--- src/rtl/seven_seg_capture_if.sv ---
// Scanned 7-segment bus plus the capture results, shared between the
// display side (master drives segments/anodes) and the capture monitor.
interface seven_seg_capture_if;
  logic [7:0] seg_in;
  logic [4:0] anode_in;
  logic [3:0] digit_0;
  logic [3:0] digit_1;
  logic [3:0] digit_2;
  logic [3:0] digit_3;
  logic       digits_valid;
  logic       frame_strobe;
  logic       seg_err;
  logic       anode_err;
  logic       seq_err;

  modport master (
    output seg_in, anode_in,
    input  digit_0, digit_1, digit_2, digit_3,
    input  digits_valid, frame_strobe, seg_err, anode_err, seq_err
  );

  modport slave (
    input  seg_in, anode_in,
    output digit_0, digit_1, digit_2, digit_3,
    output digits_valid, frame_strobe, seg_err, anode_err, seq_err
  );
endinterface

--- src/rtl/seven_seg_capture.sv ---
// Readback monitor for the multiplexed 7-segment display: registers the
// scanned lines, decodes each lit digit, reassembles the 4-digit frame and
// publishes it once STABLE_FRAMES identical frames arrive back to back.
module seven_seg_capture #(
  parameter logic [3:0] STABLE_FRAMES = 4'd2
) (
  input  logic              clk,
  input  logic              reset,
  seven_seg_capture_if.slave bus
);

  localparam logic [0:0] SYNC    = 1'b0;
  localparam logic [0:0] COLLECT = 1'b1;

  // Segment pattern to {known, code}; unknown patterns map to code E.
  function automatic logic [4:0] seg_decode(input logic [7:0] pat);
    logic [4:0] r;
    case (pat)
      8'h3F:   r = {1'b1, 4'h0};
      8'h06:   r = {1'b1, 4'h1};
      8'h5B:   r = {1'b1, 4'h2};
      8'h4F:   r = {1'b1, 4'h3};
      8'h66:   r = {1'b1, 4'h4};
      8'h40:   r = {1'b1, 4'hF};
      default: r = {1'b0, 4'hE};
    endcase
    return r;
  endfunction

  logic [7:0]      seg_q, seg_d;
  logic [4:0]      anode_q, anode_d;
  logic [0:0]      state_q, state_d;
  logic [1:0]      last_slot_q, last_slot_d;
  logic [3:0][3:0] slot_buf_q, slot_buf_d;
  logic [3:0]      match_cnt_q, match_cnt_d;
  logic [3:0][3:0] prev_frame_q, prev_frame_d;
  logic [3:0][3:0] digits_q, digits_d;
  logic            digits_valid_q, digits_valid_d;
  logic            frame_strobe_q, frame_strobe_d;
  logic            seg_err_q, seg_err_d;
  logic            anode_err_q, anode_err_d;
  logic            seq_err_q, seq_err_d;

  logic            slot_vld_s;
  logic [1:0]      slot_s;
  logic [4:0]      dec_s;
  logic            frame_done_s;

  // Slot/segment decode, scan-order FSM and frame stability tracking.
  always_comb begin
    seg_d          = bus.seg_in;
    anode_d        = bus.anode_in;
    state_d        = state_q;
    last_slot_d    = last_slot_q;
    slot_buf_d     = slot_buf_q;
    match_cnt_d    = match_cnt_q;
    prev_frame_d   = prev_frame_q;
    digits_d       = digits_q;
    digits_valid_d = digits_valid_q;
    frame_strobe_d = 1'b0;
    seg_err_d      = 1'b0;
    anode_err_d    = 1'b0;
    seq_err_d      = 1'b0;
    slot_vld_s     = 1'b0;
    slot_s         = 2'd0;
    frame_done_s   = 1'b0;
    dec_s          = seg_decode(seg_q);

    case (anode_q)
      5'b00001: begin slot_vld_s = 1'b1; slot_s = 2'd0; end
      5'b00010: begin slot_vld_s = 1'b1; slot_s = 2'd1; end
      5'b00100: begin slot_vld_s = 1'b1; slot_s = 2'd2; end
      5'b01000: begin slot_vld_s = 1'b1; slot_s = 2'd3; end
      5'b00000: begin slot_vld_s = 1'b0; end
      default:  begin anode_err_d = 1'b1; end
    endcase

    if (slot_vld_s) begin
      seg_err_d = ~dec_s[4];
      if (state_q == SYNC) begin
        // Only the leftmost slot can start a frame.
        if (slot_s == 2'd0) begin
          slot_buf_d[2'd0] = dec_s[3:0];
          last_slot_d      = 2'd0;
          state_d          = COLLECT;
        end else begin
          state_d = SYNC;
        end
      end else if (slot_s == last_slot_q) begin
        slot_buf_d[slot_s] = dec_s[3:0];
      end else if (slot_s == last_slot_q + 2'd1) begin
        slot_buf_d[slot_s] = dec_s[3:0];
        last_slot_d        = slot_s;
        if (slot_s == 2'd3) begin
          frame_done_s = 1'b1;
          state_d      = SYNC;
        end else begin
          state_d = COLLECT;
        end
      end else begin
        // Order broken: drop the partial frame; slot 0 restarts immediately.
        seq_err_d   = 1'b1;
        match_cnt_d = 4'd0;
        if (slot_s == 2'd0) begin
          slot_buf_d[2'd0] = dec_s[3:0];
          last_slot_d      = 2'd0;
          state_d          = COLLECT;
        end else begin
          state_d = SYNC;
        end
      end
    end else begin
      seg_err_d = 1'b0;
    end

    if (frame_done_s) begin
      if (slot_buf_d == prev_frame_q) begin
        match_cnt_d = (match_cnt_q == 4'd15) ? 4'd15 : match_cnt_q + 4'd1;
      end else begin
        match_cnt_d = 4'd1;
      end
      prev_frame_d = slot_buf_d;
      if (match_cnt_d >= STABLE_FRAMES) begin
        digits_d       = slot_buf_d;
        digits_valid_d = 1'b1;
        frame_strobe_d = 1'b1;
      end else begin
        digits_d = digits_q;
      end
    end else begin
      prev_frame_d = prev_frame_q;
    end
  end

  // Input capture stage and all capture state, cleared by async reset.
  always_ff @(posedge clk or posedge reset) begin
    if (reset) begin
      seg_q          <= 8'h00;
      anode_q        <= 5'b00000;
      state_q        <= SYNC;
      last_slot_q    <= 2'd0;
      slot_buf_q     <= 16'hFFFF;
      match_cnt_q    <= 4'd0;
      prev_frame_q   <= 16'hFFFF;
      digits_q       <= 16'hFFFF;
      digits_valid_q <= 1'b0;
      frame_strobe_q <= 1'b0;
      seg_err_q      <= 1'b0;
      anode_err_q    <= 1'b0;
      seq_err_q      <= 1'b0;
    end else begin
      seg_q          <= seg_d;
      anode_q        <= anode_d;
      state_q        <= state_d;
      last_slot_q    <= last_slot_d;
      slot_buf_q     <= slot_buf_d;
      match_cnt_q    <= match_cnt_d;
      prev_frame_q   <= prev_frame_d;
      digits_q       <= digits_d;
      digits_valid_q <= digits_valid_d;
      frame_strobe_q <= frame_strobe_d;
      seg_err_q      <= seg_err_d;
      anode_err_q    <= anode_err_d;
      seq_err_q      <= seq_err_d;
    end
  end

  assign bus.digit_0      = digits_q[0];
  assign bus.digit_1      = digits_q[1];
  assign bus.digit_2      = digits_q[2];
  assign bus.digit_3      = digits_q[3];
  assign bus.digits_valid = digits_valid_q;
  assign bus.frame_strobe = frame_strobe_q;
  assign bus.seg_err      = seg_err_q;
  assign bus.anode_err    = anode_err_q;
  assign bus.seq_err      = seq_err_q;

endmodule

--- src/flat_wrapper.sv ---
// flat-port wrapper written by rule: the top's interface ports become plain ports
module seven_seg_capture_flat 
#(
  parameter logic [3:0] STABLE_FRAMES = 4'd2
)
  (clk, reset, bus_seg_in, bus_anode_in, bus_digit_0, bus_digit_1, bus_digit_2, bus_digit_3, bus_digits_valid, bus_frame_strobe, bus_seg_err, bus_anode_err, bus_seq_err);
  seven_seg_capture_if bus_i ();
  input  logic clk;
  input  logic reset;
  input wire logic [$bits(bus_i.seg_in)-1:0] bus_seg_in;
  input wire logic [$bits(bus_i.anode_in)-1:0] bus_anode_in;
  output wire logic [$bits(bus_i.digit_0)-1:0] bus_digit_0;
  output wire logic [$bits(bus_i.digit_1)-1:0] bus_digit_1;
  output wire logic [$bits(bus_i.digit_2)-1:0] bus_digit_2;
  output wire logic [$bits(bus_i.digit_3)-1:0] bus_digit_3;
  output wire logic [$bits(bus_i.digits_valid)-1:0] bus_digits_valid;
  output wire logic [$bits(bus_i.frame_strobe)-1:0] bus_frame_strobe;
  output wire logic [$bits(bus_i.seg_err)-1:0] bus_seg_err;
  output wire logic [$bits(bus_i.anode_err)-1:0] bus_anode_err;
  output wire logic [$bits(bus_i.seq_err)-1:0] bus_seq_err;
  assign bus_i.seg_in = bus_seg_in;
  assign bus_i.anode_in = bus_anode_in;
  assign bus_digit_0 = bus_i.digit_0;
  assign bus_digit_1 = bus_i.digit_1;
  assign bus_digit_2 = bus_i.digit_2;
  assign bus_digit_3 = bus_i.digit_3;
  assign bus_digits_valid = bus_i.digits_valid;
  assign bus_frame_strobe = bus_i.frame_strobe;
  assign bus_seg_err = bus_i.seg_err;
  assign bus_anode_err = bus_i.anode_err;
  assign bus_seq_err = bus_i.seq_err;
  seven_seg_capture #(.STABLE_FRAMES(STABLE_FRAMES)) u_core (.clk(clk), .reset(reset), .bus(bus_i));
endmodule
--- config.mk ---
export PLATFORM = sky130hd
export DESIGN_NAME = seven_seg_capture_flat
export DESIGN_NICKNAME = d
export VERILOG_FILES = /design/src/rtl/seven_seg_capture_if.sv /design/src/rtl/seven_seg_capture.sv /design/src/flat_wrapper.sv
export SDC_FILE = /design/constraint.sdc
export NUM_CORES = 1
export LEC_CHECK = 0
export CORE_ASPECT_RATIO = 0.6
export CORE_MARGIN = 2
export CORE_UTILIZATION = 62
export CTS_CLUSTER_DIAMETER = 100
export DETAILED_ROUTE_END_ITERATION = 8
export PLACE_DENSITY = 0.86
export RECOVER_POWER = 100
export SYNTH_ARGS = -nofsm -noshare
export SYNTH_HDL_FRONTEND = slang
export SYNTH_SLANG_ARGS = --single-unit
export TNS_END_PERCENT = 30
--- constraint.sdc ---
create_clock -name clk -period 10.4 [get_ports clk]
set_input_delay 2.6 -clock clk [delete_from_list [all_inputs] [get_ports clk]]
set_output_delay 2.6 -clock clk [all_outputs]
set_load 0.01 [all_outputs]
==> results of run 1 <==
sequential cells by signal, indices dropped and copies added, names as in the netlist, 5 cells and up:
signal / flops
u_core.anode_q: 5
u_core.seg_q: 8
u_core.slot_buf_q: 16
u_core.prev_frame_q: 16
routing by layer:
layer  vias to the layer above  wire length, µm  share of wire  track usage
li1                       1324                -              -            -
met1                      1389             4080           0.49        0.394
met2                       100             3630           0.44        0.373
met3                         8              533          0.064       0.0903
met4                         0               53         0.0064       0.0526
met5                         -                0              0            0
path summary, 6_finish.rpt:
check                      cells after the start  slack (ns)                      end                    start
min in group asynchronous                      3        4.13          u_core.seg_q[7]                    reset
max reg2reg                                    9        5.02    u_core.bus.digit_3[1]          u_core.seg_q[0]
max in group clk                               9        5.02    u_core.bus.digit_3[1]          u_core.seg_q[0]
min                                            1        0.48  u_core.bus.digits_valid  u_core.bus.digits_valid
max                                            3        4.22    u_core.match_cnt_q[1]                    reset
min reg2reg                                    1        0.48  u_core.bus.digits_valid  u_core.bus.digits_valid
layout by cell type, fill, tap and decap left out, types with 5 or more instances in the layout:
master,instances
xor2_1,12
o21ai_0,28
or2_2,5
dfrtp_1,25
nor2b_1,6
mux2_1,8
nand3_1,5
a21oi_1,15
xnor2_1,8
dlygate4sd3_1,35
nor3_1,8
clkbuf_8,9
nor2_1,26
nand2_1,24
nor4_1,5
inv_1,5
mux2_2,22
dfstp_2,48
kinds of logic after synthesis:
family / count (synthesis) / share of synthesized area
xor+xnor: 20 / 0.0454
flops: 73 / 0.489
buf+inv: 24 / 0.0402
fa+ha+maj: 1 / 0.00324
compound gates: 79 / 0.147
simple gates: 115 / 0.171
mux: 33 / 0.104
where the power goes:
part,switching (mW),internal (mW)
clock,0.113,0.128
sequential,0.0273,0.316
combinational,0.0569,0.0439
through the flow:
| stage | std cells | power, mW | utilization | instance area, µm² | setup slack (ns) |
|---|---|---|---|---|---|
| final | 464 | 0.685 | 0.714 | 4320 | 4.22 |
| after detailed placement | 448 | 0.449 | 0.693 | 4200 | 6.03 |
| after CTS | 464 | 0.692 | 0.729 | 4410 | 6.01 |
| after global routing | 464 | 0.722 | 0.714 | 4320 | 3.43 |
| after floorplan | 345 | 0.423 | - | 3860 | 6.03 |
| after global placement | 448 | 0.445 | 0.693 | 4200 | 6.18 |
cell type report:
| cell class | instances | area (µm²) | share of cell area |
|---|---|---|---|
| Sequential cell | 73 | 1890 | 0.437 |
| Inverter | 6 | 22.5 | 0.00521 |
| Clock inverter | 6 | 68.8 | 0.0159 |
| Clock buffer | 10 | 149 | 0.0345 |
| Multi-Input combinational cell | 248 | 1730 | 0.401 |
| Timing Repair Buffer | 37 | 358 | 0.0828 |
| Tap cell | 84 | 105 | 0.0243 |
==> results.json, run 1 <==
{
  "slowest_delay_ns": 2.59,
  "ys_ff_latch": 73,
  "syn_area_um2": 3860,
  "die_area_um2": 6890,
  "crit_path_top_delay_cell": "clkbuf_1",
  "fp.dieH_um": 65.1,
  "cellPowerDensity_nw_per_um2": 159,
  "initial_core_util": 0.637,
  "finalHoldViolations": 0,
  "synthToLayoutAreaGrowth_pct": 12.0,
  "grt_util_all_layers": 0.263,
  "hp-class": "register to register",
  "fill_cells": 459,
  "syn-num-nets": 361,
  "syn_inst": 345,
  "finalNetCount": 391,
  "crit_fanout": 73,
  "path_buf_inv": 3,
  "synth.area.top_cells": "dfstp_2 33%, dfrtp_1 16%, mux2_2 6.4%",
  "vias": 2821,
  "grt_pass1_vias": 2674,
  "fin_setup_tns_ns": 0,
  "skew_ns": 0.00977,
  "synthTopCellsByCount": "48 x dfstp_2, 26 x o21ai_0, 25 x dfrtp_1, 25 x nor2_1, 24 x nand2_1",
  "relSlewSlack": -1.46,
  "ctsResizeCount": 0,
  "violations": "capacitance limit, slew limit",
  "period_needed_ns": 6.18,
  "holdWs_ns": 0.476,
  "yosysWarnings": 0,
  "die_w_um": 106,
  "clock_sinks": 73,
  "drive_gt1_frac": 0.271,
  "route.detailed.drc": 0,
  "synth.largest_area_cell": "dfstp_2",
  "synth_top_area_frac": 0.327,
  "tightestPinTransition_ns": 3.69,
  "fin_crit_sh": 0.595,
  "synth_edf_count": 0,
  "worstSetupStartpointType": "input pin",
  "synth_cell_types": 75,
  "ioPinCount": 36,
  "cp-end-kind": "async pin",
  "fp-row-count": 22,
  "yosysMostFrequentCell": "dfstp_2",
  "critical-path-top-delay-family": "buffers and inverters",
  "grt_antenna_before_repair": 0,
  "path_clk_slew_ns": 0.08,
  "fmax_mhz": 162,
  "viasPerCell": 6.08,
  "worstPathCellList": "dlygate4sd3_1, clkinv_1, clkbuf_1",
  "grt_pass1_wl_um": 13900,
  "ant_nets": 0,
  "cts_tree": "done",
  "cts_buffer_depth": 2,
  "dr.pass1.iters": 5,
  "syn_avg_cell_area_um2": 11.2,
  "setup_violations": 0,
  "rsz0062_at_grt": "no",
  "place.gp.congestion": 0.980,
  "drtIter0Drc": 247,
  "slew_viol_final": 84,
  "clkLatencyLatePin_ns": 0.35,
  "coreArea_um2": 6060,
  "cap_violations": 2,
  "grt_max_degree": 74,
  "overflow": 0,
  "worst-setup-path-type": "input pin to async pin",
  "ctsHoldBuffers": 0,
  "htreeDepth": 3,
  "numCtsBuffers": 9,
  "status": "complete, but fails checks",
  "arrival_ns": 5.81,
  "dp_hpwl_um": 5770,
  "cp.required_ns": 10.02,
  "async_flop_share": 1.00,
  "synth-main-ff-cell": "dfstp_2",
  "vdd_drop_max_v": 0.000122,
  "yosysSeqAreaShare": 0.489,
  "clockRootBuffer": "clkbuf_8",
  "n_antenna_cell": 0,
  "io_buffer_count": 35,
  "leakage_nw": 1.81,
  "drt-total-wl_um": 8300,
  "post_cts_buffers": 0,
  "routed_wire_length_per_instance_um": 17.9
}
Note: power is estimated with default switching activity, not from simulation.
==> inputs of run 2 (changes only) <==
--- a/config.mk
+++ b/config.mk
@@ -7,10 +7,10 @@
 export LEC_CHECK = 0
 export CORE_ASPECT_RATIO = 0.6
 export CORE_MARGIN = 2
-export CORE_UTILIZATION = 62
+export CORE_UTILIZATION = 57
 export CTS_CLUSTER_DIAMETER = 100
 export DETAILED_ROUTE_END_ITERATION = 8
-export PLACE_DENSITY = 0.86
+export PLACE_DENSITY = 0.8
 export RECOVER_POWER = 100
 export SYNTH_ARGS = -nofsm -noshare
 export SYNTH_HDL_FRONTEND = slang
==> constraint.sdc (replaced) <==
create_clock -name clk -period 5.8 [get_ports clk]
set_input_delay 1.45 -clock clk [delete_from_list [all_inputs] [get_ports clk]]
set_output_delay 1.45 -clock clk [all_outputs]
set_load 0.01 [all_outputs]
==> run 2 against run 1 <==
The run still ends with capacitance limit, slew limit left. Worst setup slack worse by 3.0 ns. Register-to-register slack worse by 3.8 ns. Clock skew down 0.0042 ns. Critical path type is now register to register. Critical endpoint is now u_core.bus.digit_3[2]. Largest power group is now clock.
==> results.json, run 2 (synthesized netlist as in run 1, its figures left out) <==
{
  "status": "complete, but fails checks",
  "violations": "capacitance limit, slew limit",
  "grt_util_all_layers": 0.245,
  "pre_cts_ws_ns": 1.54,
  "numCtsBuffers": 9,
  "crit_path_top_delay_cell": "clkbuf_1",
  "die_w_um": 110,
  "fp.dieH_um": 67.7,
  "ant_nets": 0,
  "grt_pass1_wl_um": 13500,
  "fin_crit_sh": 0.791,
  "min_path_cells": 1,
  "power_switching_share": 0.251,
  "top_regs": "u_core.prev_frame_q (16), u_core.slot_buf_q (16), u_core.seg_q (8)",
  "ctsHoldBuffers": 0,
  "leakage_nw": 1.87,
  "grt_pass1_vias": 2609,
  "finalNetCount": 391,
  "skew_ns": 0.00554,
  "cap_violations": 1,
  "p_comb_frac": 0.127,
  "cp.required_ns": 6.05,
  "dr.pass1.iters": 6,
  "fin_setup_tns_ns": 0,
  "vias": 2846,
  "worstRegToRegCells": 8,
  "grt_antenna_before_repair": 0,
  "finalHoldViolations": 0,
  "clkPwrFrac": 0.439,
  "clkLatencyLatePin_ns": 0.33,
  "dp_hpwl_um": 5880,
  "ctsResizeCount": 0,
  "timing.final.ws_setup_ns": 1.21,
  "synthToLayoutAreaGrowth_pct": 16.1,
  "coreArea_um2": 6620,
  "switchingPower_uw": 357,
  "cts_tree": "done",
  "rsz0062_at_grt": "no",
  "fin_area_um2": 4480,
  "overflow": 0,
  "viasPerCell": 6.09,
  "routed_wire_length_per_instance_um": 18.0,
  "io_buffer_count": 35,
  "arrival_ns": 4.84,
  "drt-total-wl_um": 8400,
  "crit_fanout": 26,
  "die_area_um2": 7460,
  "total_power_mw": 1.42,
  "setup_violations": 0,
  "drtIter0Drc": 320,
  "critical-path-top-delay-family": "simple AND/OR/NAND/NOR gates",
  "final_cell_mix": "48 x dfstp_2, 35 x dlygate4sd3_1, 28 x o21ai_0, 27 x nor2_1, 25 x dfrtp_1",
  "fill_cells": 512,
  "relSlewSlack": -0.235,
  "period_needed_ns": 4.59,
  "worst-setup-path-type": "register to register",
  "clockRootBuffer": "clkbuf_16",
  "path_buf_inv": 1,
  "htreeDepth": 3,
  "grt_max_degree": 51,
  "ioPinCount": 36,
  "cellPowerDensity_nw_per_um2": 318,
  "final_common_cell": "dfstp_2",
  "fmax_mhz": 218,
  "clock_sinks": 73,
  "tightestPinTransition_ns": 1.85,
  "multi_input_area_um2": 1770,
  "dpl_cell_area_um2": 4200,
  "post_cts_buffers": 0,
  "hp-class": "register to register",
  "fin_util": 0.677,
  "route.detailed.drc": 0,
  "p_int_mw": 1.07,
  "slew_viol_final": 51,
  "vdd_drop_max_v": 0.000180,
  "path_depth": 8,
  "worstPathCellList": "nor3_1, o21ai_0, xor2_1, nand3b_1, a21oi_2, clkbuf_1, and4_1, mux2_2",
  "slowest_delay_ns": 1.01,
  "worstSetupStartpointType": "register",
  "cts_buffer_depth": 2,
  "initial_core_util": 0.583,
  "seqPwrFrac": 0.434,
  "fp-row-count": 23,
  "path_clk_slew_ns": 0.06,
  "cp-end-kind": "register",
  "place.gp.congestion": 0.999,
  "seqCellArea_um2": 1890,
  "n_antenna_cell": 0,
  "drive_gt1_frac": 0.271
}
run 2: path summary, 6_finish.rpt:
path,slack [ns],start,to
setup / recovery,1.21,u_core.anode_q[0],u_core.bus.digit_3[2]
hold / removal,0.47,u_core.bus.digits_valid,u_core.bus.digits_valid
setup reg to reg,1.21,u_core.anode_q[0],u_core.bus.digit_3[2]
hold reg to reg,0.47,u_core.bus.digits_valid,u_core.bus.digits_valid
max in group asynchronous,1.74,reset,u_core.bus.digits_valid
min in group asynchronous,2.17,reset,u_core.seg_q[2]
run 2: per-stage QoR:
| stage | std cells | hold slack [ns] |
|---|---|---|
| 5_1_grt | 467 | 0.491 |
| 2_1_floorplan | 345 | 0.480 |
| 3_3_place_gp | 451 | 0.468 |
| 4_1_cts | 467 | 0.477 |
| 6_report | 467 | 0.466 |
| 3_5_place_dp | 451 | 0.464 |
run 2: worst reg2reg max path, stage by stage (launching register included):
cell,delay (ns)
dfrtp_1,0.48
nor3_1,0.58
o21ai_0,0.23
xor2_1,0.55
nand3b_1,0.17
a21oi_2,0.18
clkbuf_1,1.01
and4_1,0.90
mux2_2,0.42
run 2: layout make-up:
class                      count  area share
clock buffer                  11      0.0520
clock inverter                 5      0.0232
inverter                       6     0.00503
multi-input combinational    248       0.394
sequential                    73       0.421
tap                           87      0.0243
timing repair buffer          37      0.0799
run 2: power by group through the flow:
stage | sequential [mW] | clock [mW] | combinational, mW
after detailed placement | 0.624 | 0 | 0.183
after global routing | 0.626 | 0.661 | 0.201
final | 0.618 | 0.626 | 0.181
after CTS | 0.617 | 0.633 | 0.184
after global placement | 0.621 | 0 | 0.177
after floorplan | 0.597 | 0 | 0.161
run 2: per-layer routing:
| metal | share of wire | track usage |
|---|---|---|
| met5 | 0 | 0 |
| met4 | 0.014 | 0.0688 |
| met3 | 0.072 | 0.0753 |
| met2 | 0.43 | 0.356 |
| met1 | 0.48 | 0.356 |
==> inputs of run 3 (changes only) <==
==> constraint.sdc (replaced) <==
create_clock -name clk -period 4.3 [get_ports clk]
set_input_delay 1.075 -clock clk [delete_from_list [all_inputs] [get_ports clk]]
set_output_delay 1.075 -clock clk [all_outputs]
set_load 0.01 [all_outputs]
==> run 3 against run 2 <==
The run now ends clean. Total power increased by 32%. Sequential power increased by 35%. First-iteration DRC count increased by 20%. Sequential share of layout area decreased by 0.29 points. Cell count increased by 1.1%. Combinational power increased by 35%. Core utilization increased by 0.47 points. Worst setup slack got worse by 0.87 ns. Hold slack got worse by 0.00055 ns. Highest routed layer unchanged.
==> results.json, run 3 (synthesized netlist as in run 1, its figures left out) <==
{
  "r2r_slack_ns": 0.34,
  "ant_nets": 0,
  "p_int_mw": 1.40,
  "p_comb_frac": 0.130,
  "drt-total-wl_um": 8560,
  "cellPowerDensity_nw_per_um2": 416,
  "clock_sinks": 73,
  "fmax_mhz": 252,
  "overflow": 0,
  "seqPwrFrac": 0.444,
  "crit_fanout": 18,
  "final_cell_mix": "48 x dfstp_2, 35 x dlygate4sd3_1, 27 x o21ai_0, 25 x nor2_1, 25 x dfrtp_1",
  "finalNetCount": 396,
  "ioPinCount": 36,
  "slew_viol_final": 0,
  "cp.required_ns": 4.55,
  "fin_area_um2": 4510,
  "crit_path_top_delay_cell": "or4_1",
  "worstRegToRegCells": 10,
  "skew_ns": 0.00701,
  "final_common_cell": "dfstp_2",
  "hp-start": "u_core.bus.digits_valid",
  "grt_pass1_vias": 2687,
  "grt_util_all_layers": 0.255,
  "cp-end-kind": "register",
  "top_regs": "u_core.prev_frame_q (16), u_core.slot_buf_q (16), u_core.seg_q (8)",
  "clkLatencyLatePin_ns": 0.33,
  "dp_hpwl_um": 6160,
  "path_clk_slew_ns": 0.06,
  "fp.dieH_um": 67.7,
  "grt_max_degree": 35,
  "die_area_um2": 7460,
  "finalHoldViolations": 0,
  "timing.final.ws_setup_ns": 0.339,
  "fill_cells": 525,
  "vdd_drop_max_v": 0.000247,
  "grt_antenna_before_repair": 0,
  "holdPathEnd": "u_core.bus.digits_valid",
  "clockRootBuffer": "clkbuf_16",
  "rsz0062_at_grt": "no",
  "cap_violations": 0,
  "r2r_end": "u_core.bus.digit_3[2]",
  "holdWs_ns": 0.466,
  "reg2reg_from": "u_core.seg_q[0]",
  "post_cts_buffers": 0,
  "place.gp.congestion": 0.973,
  "tightestPinTransition_ns": 1.30,
  "leakage_nw": 1.88,
  "route.detailed.drc": 0,
  "n_antenna_cell": 0,
  "drtIter0Drc": 383,
  "numCtsBuffers": 9,
  "grt_pass1_wl_um": 14100,
  "status": "finished clean",
  "period_needed_ns": 3.96,
  "total_power_mw": 1.88,
  "io_buffer_count": 35,
  "dpl_cell_area_um2": 4240,
  "dr.pass1.iters": 5,
  "relSlewSlack": 0.133,
  "clkPwrFrac": 0.425,
  "pre_cts_ws_ns": 0.447,
  "worst-setup-path-type": "register to register",
  "cts_buffer_depth": 2,
  "coreArea_um2": 6620,
  "viasPerCell": 6.13,
  "ctsHoldBuffers": 0,
  "slowest_delay_ns": 0.68,
  "worstSetupStartpointType": "register",
  "drive_gt1_frac": 0.286,
  "fp-row-count": 23,
  "die_w_um": 110,
  "setup_violations": 0,
  "ctsResizeCount": 0,
  "hp-class": "register to register",
  "fin_crit_sh": 0.921,
  "initial_core_util": 0.583,
  "routed_wire_length_per_instance_um": 18.1,
  "switchingPower_uw": 479,
  "arrival_ns": 4.21,
  "cts_tree": "done",
  "crit_path_frequent_cell": "and4_1",
  "worstPathCellList": "or4_1, nor4_4, nor2_4, a21boi_1, xnor2_1, nand2_1, and4_1, and4_1, buf_4, mux2_2",
  "min_path_cells": 1,
  "fin_setup_tns_ns": 0,
  "synthToLayoutAreaGrowth_pct": 16.9,
  "htreeDepth": 3,
  "vias": 2895,
  "power_switching_share": 0.256
}
-- run 3: through the flow --
stage / util / instances
2_1_floorplan: - / 345
3_3_place_gp: 0.640 / 456
3_5_place_dp: 0.640 / 456
4_1_cts: 0.689 / 472
5_1_grt: 0.681 / 472
6_report: 0.681 / 472
-- run 3: final cells by class --
type | instances | area (µm²) | area share
clock buffer | 11 | 243 | 0.0538
clock inverter | 5 | 78.8 | 0.0175
inverter | 6 | 22.5 | 0.00499
multi-input combinational | 248 | 1780 | 0.394
sequential | 73 | 1890 | 0.418
tap | 87 | 109 | 0.0241
timing repair buffer | 42 | 392 | 0.0868
-- run 3: worst max-delay path by stage --
stage | startpoint | to | cells after the start
after CTS | u_core.seg_q[0] | u_core.bus.digit_3[2] | 10
after floorplan | u_core.seg_q[1] | u_core.bus.digit_0[0] | 11
after global placement | u_core.seg_q[0] | u_core.bus.digit_1[2] | 10
after detailed placement | u_core.seg_q[0] | u_core.bus.digit_1[2] | 10
final | u_core.seg_q[0] | u_core.bus.digit_3[2] | 10
after global routing | u_core.seg_q[0] | u_core.bus.digit_3[1] | 9
-- run 3: worst max-delay path: cells and delay by family, from the launching register on --
kind,cells,cell delay [ns]
multiplexers,1,0.37
flip-flops,1,0.45
buffers and inverters,1,0.27
AND/OR/NAND/NOR,6,1.94
AO/OA/AOI/OAI,1,0.59
XOR/XNOR,1,0.26
-- run 3: power groups by stage --
stage	combinational, mW	clock, mW	sequential [mW]
final	0.244	0.797	0.834
after CTS	0.249	0.812	0.832
after global routing	0.275	0.847	0.841
after detailed placement	0.248	0	0.842
after global placement	0.241	0	0.836
after floorplan	0.218	0	0.805
-- run 3: layer usage --
layer  vias to the layer above  track usage  part of all wire
li1                       1332            -                 -
met1                      1424        0.380              0.49
met2                       124        0.365              0.43
met3                        15       0.0666             0.068
met4                         0       0.0734             0.013
met5                         -            0                 0
